## src/rtl/dmem_arbiter_if.sv

```systemverilog
// Bus bundle between two data-memory requesters, the arbiter and the single-port RAM.
// slave modport is the arbiter side; master modport is the requester/RAM side.
interface dmem_arbiter_if #(
  parameter int unsigned ADDR_W = 14
);
  // Requester port 0 (CPU load/store path)
  logic              m0_req;
  logic              m0_we;
  logic [31:0]       m0_addr;
  logic [31:0]       m0_wdata;
  logic              m0_ack;
  logic              m0_rvalid;
  logic [31:0]       m0_rdata;
  // Requester port 1 (secondary master)
  logic              m1_req;
  logic              m1_we;
  logic [31:0]       m1_addr;
  logic [31:0]       m1_wdata;
  logic              m1_ack;
  logic              m1_rvalid;
  logic [31:0]       m1_rdata;
  // Address error, pulses with ack
  logic              err;
  // Data RAM side
  logic [ADDR_W-1:0] mem_addr;
  logic [31:0]       mem_wdata;
  logic              mem_wren;
  logic [31:0]       mem_rdata;

  modport slave (
    input  m0_req, m0_we, m0_addr, m0_wdata,
    output m0_ack, m0_rvalid, m0_rdata,
    input  m1_req, m1_we, m1_addr, m1_wdata,
    output m1_ack, m1_rvalid, m1_rdata,
    output err,
    output mem_addr, mem_wdata, mem_wren,
    input  mem_rdata
  );

  modport master (
    output m0_req, m0_we, m0_addr, m0_wdata,
    input  m0_ack, m0_rvalid, m0_rdata,
    output m1_req, m1_we, m1_addr, m1_wdata,
    input  m1_ack, m1_rvalid, m1_rdata,
    input  err,
    input  mem_addr, mem_wdata, mem_wren,
    output mem_rdata
  );
endinterface

```

## src/rtl/dmem_arbiter.sv

```systemverilog
// Two-port arbiter in front of a single-port data RAM. Translates virtual addresses
// (ADDR_BASE-relative) to RAM word addresses and sequences IDLE -> ACCESS -> WAIT -> RESP.
// Optional macro DMEM_ARB_RR_EN: round-robin between simultaneous requesters;
// when undefined, port 0 has fixed priority.
module dmem_arbiter #(
  parameter logic [31:0] ADDR_BASE = 32'h1000_0000,
  parameter int unsigned ADDR_W    = 14,
  parameter int unsigned RD_LAT    = 1
) (
  input logic           i_clk,
  input logic           i_rst,
  dmem_arbiter_if.slave io_bus
);

  localparam logic [1:0]  S_IDLE   = 2'd0;
  localparam logic [1:0]  S_ACCESS = 2'd1;
  localparam logic [1:0]  S_WAIT   = 2'd2;
  localparam logic [1:0]  S_RESP   = 2'd3;
  localparam logic [2:0]  LAT      = 3'(RD_LAT);
  // Byte span of the RAM window; 33 bits so a 30-bit word address still fits
  localparam logic [32:0] SPAN     = 33'd1 << (ADDR_W + 2);

  logic [1:0]        r_state;
  logic              r_owner;   // 1: port 1 owns the current transaction
  logic              r_we;
  logic              r_err;
  logic [2:0]        r_cnt;
  logic [ADDR_W-1:0] r_mem_addr;
  logic [31:0]       r_mem_wdata;
  logic [31:0]       r_m0_rdata;
  logic [31:0]       r_m1_rdata;

  logic              w_any_req;
  logic              w_grant1;
  logic              w_sel_we;
  logic [31:0]       w_sel_addr;
  logic [31:0]       w_sel_wdata;
  logic [31:0]       w_offset;
  logic              w_oor;
  logic [31:0]       w_cap_data;

  assign w_any_req = io_bus.m0_req | io_bus.m1_req;

`ifdef DMEM_ARB_RR_EN
  logic r_rr_ptr;

  // Pointer flips on every accepted transaction; a lone requester ignores it
  assign w_grant1 = io_bus.m1_req & (~io_bus.m0_req | r_rr_ptr);

  // Round-robin pointer update
  always_ff @(posedge i_clk) begin
    if (i_rst) begin
      r_rr_ptr <= 1'b0;
    end else if (r_state == S_IDLE && w_any_req) begin
      r_rr_ptr <= ~r_rr_ptr;
    end
  end
`else
  // Fixed priority: port 0 wins simultaneous requests
  assign w_grant1 = io_bus.m1_req & ~io_bus.m0_req;
`endif

  assign w_sel_we    = w_grant1 ? io_bus.m1_we    : io_bus.m0_we;
  assign w_sel_addr  = w_grant1 ? io_bus.m1_addr  : io_bus.m0_addr;
  assign w_sel_wdata = w_grant1 ? io_bus.m1_wdata : io_bus.m0_wdata;

  // Modulo subtraction; addresses below the base are rejected explicitly so they
  // cannot wrap into the window
  assign w_offset = w_sel_addr - ADDR_BASE;
  assign w_oor    = (w_sel_addr < ADDR_BASE) | ({1'b0, w_offset} >= SPAN);

  // Out-of-range reads return zero instead of whatever the RAM produces
  assign w_cap_data = r_err ? 32'd0 : io_bus.mem_rdata;

  // Access sequencer: latch winner in IDLE, drive RAM in ACCESS, count read latency in WAIT
  always_ff @(posedge i_clk) begin
    if (i_rst) begin
      r_state     <= S_IDLE;
      r_owner     <= 1'b0;
      r_we        <= 1'b0;
      r_err       <= 1'b0;
      r_cnt       <= 3'd0;
      r_mem_addr  <= '0;
      r_mem_wdata <= 32'd0;
      r_m0_rdata  <= 32'd0;
      r_m1_rdata  <= 32'd0;
    end else begin
      case (r_state)
        S_IDLE: begin
          if (w_any_req) begin
            r_owner     <= w_grant1;
            r_we        <= w_sel_we;
            r_err       <= w_oor;
            r_mem_addr  <= w_offset[ADDR_W+1:2];
            r_mem_wdata <= w_sel_wdata;
            r_state     <= S_ACCESS;
          end
        end
        S_ACCESS: begin
          if (r_we) begin
            r_state <= S_IDLE;
          end else begin
            r_cnt   <= LAT;
            r_state <= S_WAIT;
          end
        end
        S_WAIT: begin
          r_cnt <= r_cnt - 3'd1;
          // Counter reaches zero on this edge: RAM data is valid now
          if (r_cnt <= 3'd1) begin
            if (r_owner) begin
              r_m1_rdata <= w_cap_data;
            end else begin
              r_m0_rdata <= w_cap_data;
            end
            r_state <= S_RESP;
          end
        end
        S_RESP: begin
          r_state <= S_IDLE;
        end
        default: begin
          r_state <= S_IDLE;
        end
      endcase
    end
  end

  assign io_bus.m0_ack    = (r_state == S_ACCESS) & ~r_owner;
  assign io_bus.m1_ack    = (r_state == S_ACCESS) &  r_owner;
  assign io_bus.m0_rvalid = (r_state == S_RESP)   & ~r_owner;
  assign io_bus.m1_rvalid = (r_state == S_RESP)   &  r_owner;
  assign io_bus.m0_rdata  = r_m0_rdata;
  assign io_bus.m1_rdata  = r_m1_rdata;
  assign io_bus.err       = (r_state == S_ACCESS) & r_err;
  assign io_bus.mem_addr  = r_mem_addr;
  assign io_bus.mem_wdata = r_mem_wdata;
  // Gated by reset so an aborted write never reaches the RAM
  assign io_bus.mem_wren  = (r_state == S_ACCESS) & r_we & ~r_err & ~i_rst;

endmodule

```

## src/flat_wrapper.sv

```systemverilog
// flat-port wrapper written by rule: the top's interface ports become plain ports
module dmem_arbiter_flat 
#(
  parameter logic [31:0] ADDR_BASE = 32'h1000_0000,
  parameter int unsigned ADDR_W    = 14,
  parameter int unsigned RD_LAT    = 1
)
  (i_clk, i_rst, io_bus_m0_req, io_bus_m0_we, io_bus_m0_addr, io_bus_m0_wdata, io_bus_m0_ack, io_bus_m0_rvalid, io_bus_m0_rdata, io_bus_m1_req, io_bus_m1_we, io_bus_m1_addr, io_bus_m1_wdata, io_bus_m1_ack, io_bus_m1_rvalid, io_bus_m1_rdata, io_bus_err, io_bus_mem_addr, io_bus_mem_wdata, io_bus_mem_wren, io_bus_mem_rdata);
  dmem_arbiter_if #(.ADDR_W(ADDR_W)) io_bus_i ();
  input logic i_clk;
  input logic i_rst;
  input wire logic [$bits(io_bus_i.m0_req)-1:0] io_bus_m0_req;
  input wire logic [$bits(io_bus_i.m0_we)-1:0] io_bus_m0_we;
  input wire logic [$bits(io_bus_i.m0_addr)-1:0] io_bus_m0_addr;
  input wire logic [$bits(io_bus_i.m0_wdata)-1:0] io_bus_m0_wdata;
  output wire logic [$bits(io_bus_i.m0_ack)-1:0] io_bus_m0_ack;
  output wire logic [$bits(io_bus_i.m0_rvalid)-1:0] io_bus_m0_rvalid;
  output wire logic [$bits(io_bus_i.m0_rdata)-1:0] io_bus_m0_rdata;
  input wire logic [$bits(io_bus_i.m1_req)-1:0] io_bus_m1_req;
  input wire logic [$bits(io_bus_i.m1_we)-1:0] io_bus_m1_we;
  input wire logic [$bits(io_bus_i.m1_addr)-1:0] io_bus_m1_addr;
  input wire logic [$bits(io_bus_i.m1_wdata)-1:0] io_bus_m1_wdata;
  output wire logic [$bits(io_bus_i.m1_ack)-1:0] io_bus_m1_ack;
  output wire logic [$bits(io_bus_i.m1_rvalid)-1:0] io_bus_m1_rvalid;
  output wire logic [$bits(io_bus_i.m1_rdata)-1:0] io_bus_m1_rdata;
  output wire logic [$bits(io_bus_i.err)-1:0] io_bus_err;
  output wire logic [$bits(io_bus_i.mem_addr)-1:0] io_bus_mem_addr;
  output wire logic [$bits(io_bus_i.mem_wdata)-1:0] io_bus_mem_wdata;
  output wire logic [$bits(io_bus_i.mem_wren)-1:0] io_bus_mem_wren;
  input wire logic [$bits(io_bus_i.mem_rdata)-1:0] io_bus_mem_rdata;
  assign io_bus_i.m0_req = io_bus_m0_req;
  assign io_bus_i.m0_we = io_bus_m0_we;
  assign io_bus_i.m0_addr = io_bus_m0_addr;
  assign io_bus_i.m0_wdata = io_bus_m0_wdata;
  assign io_bus_m0_ack = io_bus_i.m0_ack;
  assign io_bus_m0_rvalid = io_bus_i.m0_rvalid;
  assign io_bus_m0_rdata = io_bus_i.m0_rdata;
  assign io_bus_i.m1_req = io_bus_m1_req;
  assign io_bus_i.m1_we = io_bus_m1_we;
  assign io_bus_i.m1_addr = io_bus_m1_addr;
  assign io_bus_i.m1_wdata = io_bus_m1_wdata;
  assign io_bus_m1_ack = io_bus_i.m1_ack;
  assign io_bus_m1_rvalid = io_bus_i.m1_rvalid;
  assign io_bus_m1_rdata = io_bus_i.m1_rdata;
  assign io_bus_err = io_bus_i.err;
  assign io_bus_mem_addr = io_bus_i.mem_addr;
  assign io_bus_mem_wdata = io_bus_i.mem_wdata;
  assign io_bus_mem_wren = io_bus_i.mem_wren;
  assign io_bus_i.mem_rdata = io_bus_mem_rdata;
  dmem_arbiter #(.ADDR_BASE(ADDR_BASE), .ADDR_W(ADDR_W), .RD_LAT(RD_LAT)) u_core (.i_clk(i_clk), .i_rst(i_rst), .io_bus(io_bus_i));
endmodule
```

## config.mk

```make
export PLATFORM = sky130hd
export DESIGN_NAME = dmem_arbiter_flat
export DESIGN_NICKNAME = d
export VERILOG_FILES = /design/src/rtl/dmem_arbiter_if.sv /design/src/rtl/dmem_arbiter.sv /design/src/flat_wrapper.sv
export SDC_FILE = /design/constraint.sdc
export NUM_CORES = 1
export LEC_CHECK = 0
export ABC_AREA = 1
export CORE_ASPECT_RATIO = 0.75
export CORE_MARGIN = 2
export CORE_UTILIZATION = 42
export CTS_BUF_LIST = sky130_fd_sc_hd__clkbuf_2
export CTS_CLUSTER_SIZE = 25
export DETAILED_ROUTE_END_ITERATION = 10
export GPL_ROUTABILITY_DRIVEN = 0
export PLACE_DENSITY_LB_ADDON = 0.25
export SLEW_MARGIN = 20
export SYNTH_ARGS = -nofsm -noshare
export SYNTH_HDL_FRONTEND = slang
export SYNTH_SLANG_ARGS = --single-unit
export TNS_END_PERCENT = 5
```

## constraint.sdc

```tcl
create_clock -name i_clk -period 4.6 [get_ports i_clk]
set_input_delay 1.38 -clock i_clk [delete_from_list [all_inputs] [get_ports i_clk]]
set_output_delay 1.38 -clock i_clk [all_outputs]
set_load 0.05 [all_outputs]
```

== Word-level counts from Yosys, hierarchy flattened ==
Index checks and enable logic that the tools add are counted.
Operators by class
  $add $sub $neg: 2
  $lt $le $gt $ge: 3
  eq/ne operators: 6
  muxes and demuxes: 10
  bitwise operators: 15
  reductions and logical operators: 7
Operator list (number)
  $mux W32: 3
  $ge A32 B17 Y1 const B: 1
  $lt A32 B29 Y1 const B: 1
  $sub A32 B29 Y32 const B: 1
  $and A1 B1 Y1: 9
  $pmux W2 S4: 1
  $mux W2: 3
  $pmux W3 S2: 1
  $reduce_and A2 Y1: 3
  $reduce_and A3 Y1: 2
  $eq A2 B2 Y1 const B: 2
  $ne A2 B1 Y1 const B: 2
  $not A1 Y1: 4
  $le A3 B1 Y1 const B: 1
  $mux W3: 1
  $sub A3 B1 Y3 const B: 1
  $eq A2 B1 Y1 const B: 1
  $logic_not A2 Y1: 1
  $ne A2 B2 Y1 const B: 1
  $or A1 B1 Y1: 2
  $reduce_bool A2 Y1: 1
  $mux W1: 1
Word-level totals
  register bits: 118
  input bits: 166
  output and inout bits: 116
  word-level logic and storage cells: 52

== Longest topological paths before layout ==
Gate-level depths: netlist of the first run.
  depth after elaboration: 6
  mapped depth: 9
  depth with buffers taken out: 9

== Least setup slack after synthesis of the first run ==
Ideal clock, no wire load.
  path type: input port to output port
  start point: input i_rst
  end point: output io_bus_mem_wren
  arrival: 2828 ps
  required time: 3220 ps
  path slack: 392 ps
  stages on the path: 4
  path buffers: 1
  cells stage by stage: clkinv_1 -> buf_1 -> nand2_1 -> nor3_1
Between the ends
  word-level cells in the longest chain between the ends: 2
Ends and longest elaborated chain
  from (decl): RTL line flat_wrapper.sv:11  | input logic i_rst;
  $not A1 Y1: RTL line dmem_arbiter.sv:139  | assign io_bus.mem_wren = (r_state == S_ACCESS) & r_we & ~r_err & ~i_rst;
  $and A1 B1 Y1: RTL line dmem_arbiter.sv:139
  to (decl): RTL line flat_wrapper.sv:29  | output wire logic [$bits(io_bus_i.mem_wren)-1:0] io_bus_mem_wren;
No other way between the ends.

== Worst setup path in the final report of the first run ==
Ends and elaborated chain as after synthesis.

==> flow_metrics.py, run 1 <==
metrics = {
    "clock_network": {
        "cts_buffers": 17,
        "holdBufCountCts": 0,
        "tritoncts": "yes",
        "cts.repair.resized": 0,
        "cts_root_buf": "sky130_fd_sc_hd__clkbuf_2",
        "clock_insertion_delay_worst_skew_ns": 0.67,
        "clock_tree.htree_level_count": 4,
        "cts.sink_count": 118,
        "clk_pin_slew_ns": 0.16,
        "cts_buffer_depth": 2,
        "post_cts_buffers": 0,
    },
    "yosys": {
        "synth_flop_cell": "sky130_fd_sc_hd__dfxtp_1",
        "synth_nets": 837,
        "cell_type_with_the_largest_total_area_after_synthesis": "sky130_fd_sc_hd__dfxtp_1",
        "ys_seq_area_frac": 0.4792,
        "synth_edf_count": 0,
        "average_instance_area_after_synthesis_um2": 7.369,
        "syn-instance-count": 669,
        "post_synth_instance_area_mm2": 0.004930,
        "yosys_register_bits": 118,
        "ys_top_cells_by_area": "sky130_fd_sc_hd__dfxtp_1 48%, sky130_fd_sc_hd__o21ai_0 10%, sky130_fd_sc_hd__nand2_1 9.8%",
        "synth_cell_types": 31,
        "synth.yosys.warnings": 0,
        "synth_top_cell_area_share": 0.4792,
        "asyncSetResetFlopFracSynth": 0,
    },
    "setup_path": {
        "critical_path.startpoint_type": "input port",
        "timing.critical_path.max_delay_family": "buffers and inverters",
        "critPathKind": "input port to output pin",
        "rrSetupSlack_ns": 2.16,
        "crit_arrival_ns": 2.48,
        "cpMaxStageDelayCell": "sky130_fd_sc_hd__clkdlybuf4s50_1",
        "critical_path_peak_fanout": 2,
        "r2r.worst_path.cells": 7,
        "worstPathCellList": "clkdlybuf4s50_1, inv_2, nand2_1, nor3_1, buf_12",
        "slowest_stage_delay_cp_ns": 0.44,
        "beginning_of_the_worst_register_to_register_path": "u_core.r_cnt[0]",
        "endpoint_of_the_lowest_slack_register_to_register_path": "u_core.io_bus.m1_rdata[4]",
        "end_kind": "output pin",
        "worstPathBufferInverterCount": 3,
        "worst-endpoint-required_ns": 3.22,
    },
    "route": {
        "antenna_nets_post_route": 0,
        "drt-vias-per-instance": 5.000,
        "drt_iter0_drcs": 368,
        "dr_total_vias": 5505,
        "detail_route.drc_violations": 0,
        "drt-wirelength-per-cell_um": 15.22,
        "postRouteWirelength_um": 16760,
        "dr.pass1.iters": 5,
    },
    "job": {
        "cap_violations": 0,
    },
    "sta": {
        "max_slew_margin": 0.3830,
        "tightest_slew_ns": 0.9233,
        "fmax_mhz": 258.8,
        "post-route-min-period_ns": 3.864,
        "grt_setup_unrepaired": "false",
        "setup_viol": 0,
        "finalMaxSlewViolations": 0,
        "largest_clock_skew_in_the_final_design_ns": 0.03045,
        "setup_tns_ns": 0,
        "report.final.hold_viol_count": 0,
        "fin_crit_sh": 0.8400,
    },
    "place": {
        "dp_hpwl_um": 11950,
        "portBuffers": 277,
        "placed_instance_count": 1069,
    },
    "min_path": {
        "timing.hold.worst.class": "register to register",
        "hold_start": "u_core.io_bus.m0_rdata[8]",
        "timing.hold.worst_path_depth": 2,
        "worst_hold_endpoint": "u_core.io_bus.m0_rdata[8]",
    },
    "final_layout": {
        "synthToLayoutAreaGrowth_pct": 62.49,
        "postLayoutCoreUtil": 0.6948,
        "layout.cells.non_filler": 1101,
        "num-nets-final": 1094,
        "number_of_diodes": 0,
        "drive_above_1_share": 0.06922,
    },
    "global_routing": {
        "grt_first_pass_wirelength_um": 26590,
        "grt_antenna_before_repair": 0,
        "grt.total_usage": 0.2636,
        "grt-ovfl-total": 0,
        "vias_in_the_first_global_route": 5521,
        "grt_start_max_net_pins": 109,
    },
    "pwr": {
        "power.share.clock": 0.248,
        "pwr-share-comb": 0.360,
        "switching_share": 0.3819,
        "internal-power_w": 0.001903,
        "power_leakage_nw": 3.274,
        "pwr-share-seq": 0.392,
        "power.net_switching_w": 0.001176,
        "max-vdd-ir-drop_uv": 257.1,
        "power.density_cell_area_mw_per_mm2": 384.4,
    },
    "floorplanning": {
        "fp-row-count": 34,
        "die_width_um": 129.1,
        "fp.dieArea_mm2": 0.01263,
        "top_level_port_count": 282,
        "start_util": 0.4276,
        "dieHeight_um": 97.83,
        "core-area_mm2": 0.01153,
    },
    "status": {
        "run_status": "finished, final reports clean",
    },
}
[final cells by class]
cell class / count / area, um2
flip-flops and latches: 118 / 2362
repair buffers: 286 / 2863
multi-input cells: 465 / 2167
well taps: 162 / 202.7
clock inverters: 14 / 182.7
clock buffers: 18 / 90.09
fillers: 931 / 3518
inverters: 38 / 142.6
[power by group through the flow]
stage	logic, W	registers (W)	clock network (W)
2_1_floorplan	0.000302	0.00160	0
3_3_place_gp	0.00109	0.00122	0
3_5_place_dp	0.00111	0.00123	0
4_1_cts	0.00111	0.00121	0.000781
5_1_grt	0.00117	0.00122	0.000825
6_report	0.00111	0.00121	0.000763
[flip-flops by register name, summed over array words and instances (netlist names), named ones only]
signal,flops
u_core.io_bus.mem_addr,14
u_core.r_we,1
u_core.r_state,1
u_core.r_cnt,3
u_core.io_bus.m0_rdata,32
u_core.r_err,1
u_core.io_bus.mem_wdata,32
u_core.io_bus.m1_rdata,32
u_core.r_owner,1
[synthesized netlist by cell type, types with 4 or more instances]
master	n
sky130_fd_sc_hd__a21oi_1	30
sky130_fd_sc_hd__a21oi_2	5
sky130_fd_sc_hd__a31oi_1	47
sky130_fd_sc_hd__buf_2	14
sky130_fd_sc_hd__buf_6	5
sky130_fd_sc_hd__clkbuf_1	20
sky130_fd_sc_hd__clkbuf_2	4
sky130_fd_sc_hd__dfxtp_1	118
sky130_fd_sc_hd__inv_1	33
sky130_fd_sc_hd__inv_2	4
sky130_fd_sc_hd__nand2_1	129
sky130_fd_sc_hd__nand2_2	5
sky130_fd_sc_hd__nor2_1	121
sky130_fd_sc_hd__o21ai_0	102
sky130_fd_sc_hd__o21ai_1	6
[routing by layer]
| layer | GRT usage | up-vias | routed length (um) |
|---|---|---|---|
| li1 | - | 2711 | - |
| met1 | 0.2985 | 2514 | 6625 |
| met2 | 0.4433 | 230 | 8087 |
| met3 | 0.09753 | 50 | 1469 |
| met4 | 0.1171 | 0 | 573 |
| met5 | 0 | - | 0 |
[layout by cell type (no fill, tap or decap), types with 4 or more instances in the layout]
cell,count
sky130_fd_sc_hd__inv_2,5
sky130_fd_sc_hd__nand2_2,5
sky130_fd_sc_hd__o21ai_0,102
sky130_fd_sc_hd__inv_1,33
sky130_fd_sc_hd__nand2_1,129
sky130_fd_sc_hd__nor2_4,4
sky130_fd_sc_hd__nor2_1,121
sky130_fd_sc_hd__a21oi_1,30
sky130_fd_sc_hd__bufinv_16,4
sky130_fd_sc_hd__a31oi_1,47
sky130_fd_sc_hd__o21ai_1,6
sky130_fd_sc_hd__dfxtp_1,118
sky130_fd_sc_hd__clkbuf_2,18
sky130_fd_sc_hd__buf_4,8
sky130_fd_sc_hd__clkdlybuf4s50_1,276
sky130_fd_sc_hd__a21oi_2,5
[worst register-to-register path: cells and delay by family, from the launching register on]
kind | cells | cell delay [ns]
and+or+nand+nor | 3 | 0.84
DFF | 1 | 0.45
buffers and inverters | 1 | 0.48
adders and majority gates | 1 | 0.19
AOI/OAI and AO/OA | 2 | 0.41
[cell families (layout without fill, tap and decap cells)]
logic type	after synthesis	after routing	share of synthesized area
and+or+nand+nor	270	270	0.2195
AOI/OAI and AO/OA	193	193	0.2140
DFF	118	118	0.4792
buffers and inverters	86	356	0.08223
adders and majority gates	2	2	0.005075
[per-stage QoR]
stage               setup WS (ns)  hold slack (ns)  power [W]  instance area, um2
floorplan                  0.3922           0.4632   0.001899                4930
global placement           0.8167           0.4572   0.002309                7737
detailed placement         0.7893           0.4621   0.002334                7737
CTS                        0.6857           0.4841   0.003099                8010
global route               0.5939           0.5096   0.003222                8010
finish                     0.7362           0.4823   0.003079                8010
[how the worst max path moves through the flow]
stage,from,cells past startpoint,slack [ns],endpoint
floorplan,i_rst,4,0.39,io_bus_mem_wren
global placement,i_rst,5,0.82,io_bus_mem_wren
detailed placement,i_rst,5,0.79,io_bus_mem_wren
CTS,u_core.r_err,5,0.69,io_bus_err
global route,u_core.r_err,5,0.59,io_bus_err
finish,i_rst,5,0.74,io_bus_mem_wren
(Power assumes the default switching activity.)
==> run 2, diff against run 1 <==
- CORE_UTILIZATION: 42 -> 39
- clock period: 4.6 -> 3.6 ns (I/O delays scaled with it)
==> flow_metrics.py, run 2 (synthesized netlist as in run 1, its figures left out) <==
metrics = {
    "setup_path": {
        "worstPathCellList": "inv_1, nor3_1, clkdlybuf4s50_1",
        "end_kind": "output pin",
        "timing.critical_path.max_delay_family": "buffers and inverters",
        "worst-endpoint-required_ns": 2.52,
        "critical_path_peak_fanout": 5,
        "worstPathBufferInverterCount": 2,
        "cpMaxStageDelayCell": "sky130_fd_sc_hd__clkdlybuf4s50_1",
        "critical_path.startpoint_type": "register",
        "crit_arrival_ns": 2.32,
        "critPathKind": "register to output pin",
        "slowest_stage_delay_cp_ns": 0.88,
    },
    "sta": {
        "largest_clock_skew_in_the_final_design_ns": 0.03616,
        "report.final.hold_viol_count": 0,
        "fmax_mhz": 294.2,
        "max_slew_margin": 0.3509,
        "setup_viol": 0,
        "tightest_slew_ns": 0.9736,
        "hold_slack_ns": 0.4811,
        "finalMaxSlewViolations": 0,
        "setup_tns_ns": 0,
        "grt_setup_unrepaired": "false",
        "fin_crit_sh": 0.9440,
        "post-route-min-period_ns": 3.399,
    },
    "global_routing": {
        "vias_in_the_first_global_route": 4968,
        "grt_antenna_before_repair": 1,
        "grt.total_usage": 0.2341,
        "grt_first_pass_wirelength_um": 25070,
        "grt_start_max_net_pins": 109,
        "grt-ovfl-total": 0,
    },
    "final_layout": {
        "postLayoutCoreUtil": 0.6510,
        "layout_commonest_cell": "sky130_fd_sc_hd__clkdlybuf4s50_1",
        "synthToLayoutAreaGrowth_pct": 62.51,
        "drive_above_1_share": 0.07643,
        "num-nets-final": 1097,
        "layout.cells.most_common_list": "275 x sky130_fd_sc_hd__clkdlybuf4s50_1, 129 x sky130_fd_sc_hd__nand2_1, 121 x sky130_fd_sc_hd__nor2_1",
        "finalInstanceArea_mm2": 0.008011,
        "multiInputGateArea_mm2": 0.002172,
        "n_fill_cell": 1055,
        "sequential_cell_area_mm2": 0.002362,
    },
    "clock_network": {
        "cts.repair.resized": 0,
        "holdBufCountCts": 0,
        "cts.sink_count": 118,
        "cts_buffers": 17,
        "cts_root_buf": "sky130_fd_sc_hd__clkbuf_2",
        "clock_insertion_delay_worst_skew_ns": 0.68,
        "cts_buffer_depth": 2,
        "clk_pin_slew_ns": 0.21,
        "tritoncts": "yes",
        "clock_tree.htree_level_count": 4,
        "post_cts_buffers": 0,
    },
    "route": {
        "detail_route.drc_violations": 0,
        "antenna_nets_post_route": 0,
        "dr_total_vias": 5354,
        "drt_iter0_drcs": 340,
        "postRouteWirelength_um": 16080,
        "dr.pass1.iters": 5,
        "drt-wirelength-per-cell_um": 14.50,
        "drt-vias-per-instance": 4.828,
    },
    "pwr": {
        "power.net_switching_w": 0.001553,
        "pwr-share-comb": 0.372,
        "internal-power_w": 0.002252,
        "power.share.clock": 0.222,
        "max-vdd-ir-drop_uv": 291.0,
        "power.density_cell_area_mw_per_mm2": 475.0,
        "pwr-share-seq": 0.406,
        "power_leakage_nw": 3.280,
        "switching_share": 0.4082,
    },
    "floorplanning": {
        "fp-row-count": 35,
        "dieHeight_um": 101.4,
        "start_util": 0.4006,
        "fp.dieArea_mm2": 0.01356,
        "core-area_mm2": 0.01231,
        "top_level_port_count": 282,
        "die_width_um": 133.8,
    },
    "min_path": {
        "timing.hold.worst.class": "register to register",
    },
    "place": {
        "standard_cell_area_after_detailed_placement_mm2": 0.007780,
        "dp_hpwl_um": 11140,
        "portBuffers": 277,
    },
    "status": {
        "run_status": "finished, final reports clean",
    },
    "job": {
        "cap_violations": 0,
    },
}
run 2: metal layers:
layer | routed length [um] | track usage
met3 | 1295 | 0.08108
met1 | 6972 | 0.2876
met5 | 0 | 0
met4 | 567 | 0.1088
met2 | 7247 | 0.3732
run 2: area by class of cell:
cell class | instances | share of cell area
tap | 166 | 0.02593
antenna | 1 | 0.0003124
inverter | 38 | 0.01780
multi-input combinational | 465 | 0.2711
clock inverter | 15 | 0.01796
timing repair buffer | 289 | 0.3614
clock buffer | 17 | 0.01062
sequential | 118 | 0.2949
run 2: path summary, 6_finish.rpt:
check	start	to	slack, ns	cells past startpoint
max	u_core.r_owner	io_bus_m1_rvalid	0.20	3
max reg2reg	u_core.r_cnt[1]	u_core.io_bus.m1_rdata[23]	1.58	9
min	u_core.io_bus.m1_rdata[24]	u_core.io_bus.m1_rdata[24]	0.48	2
min reg2reg	u_core.io_bus.m1_rdata[24]	u_core.io_bus.m1_rdata[24]	0.48	2
run 2: worst reg2reg max path, cell delays in order, from the launching register on:
cell,delay (ns)
sky130_fd_sc_hd__dfxtp_1,0.41
sky130_fd_sc_hd__inv_1,0.08
sky130_fd_sc_hd__ha_1,0.17
sky130_fd_sc_hd__o21bai_2,0.20
sky130_fd_sc_hd__nand2_4,0.11
sky130_fd_sc_hd__nor2_4,0.03
sky130_fd_sc_hd__buf_4,0.25
sky130_fd_sc_hd__inv_2,0.44
sky130_fd_sc_hd__nand2_1,0.14
sky130_fd_sc_hd__a21oi_2,0.14
run 2: power groups by stage:
stage               registers, W  logic (W)  clock network (W)
finish                   0.00154    0.00142           0.000845
CTS                      0.00154    0.00142           0.000866
detailed placement       0.00157    0.00142                  0
global placement         0.00156    0.00141                  0
global route             0.00156    0.00151           0.000922
floorplan                0.00204   0.000387                  0
run 2: through the flow:
stage          setup WS [ns]  total power, W  std cells
2_1_floorplan         0.4082        0.002428        669
3_3_place_gp          0.5294        0.002973       1076
3_5_place_dp          0.5251        0.002984       1076
4_1_cts               0.1487        0.003829       1108
5_1_grt              0.04709        0.003994       1109
6_report              0.2014        0.003805       1109
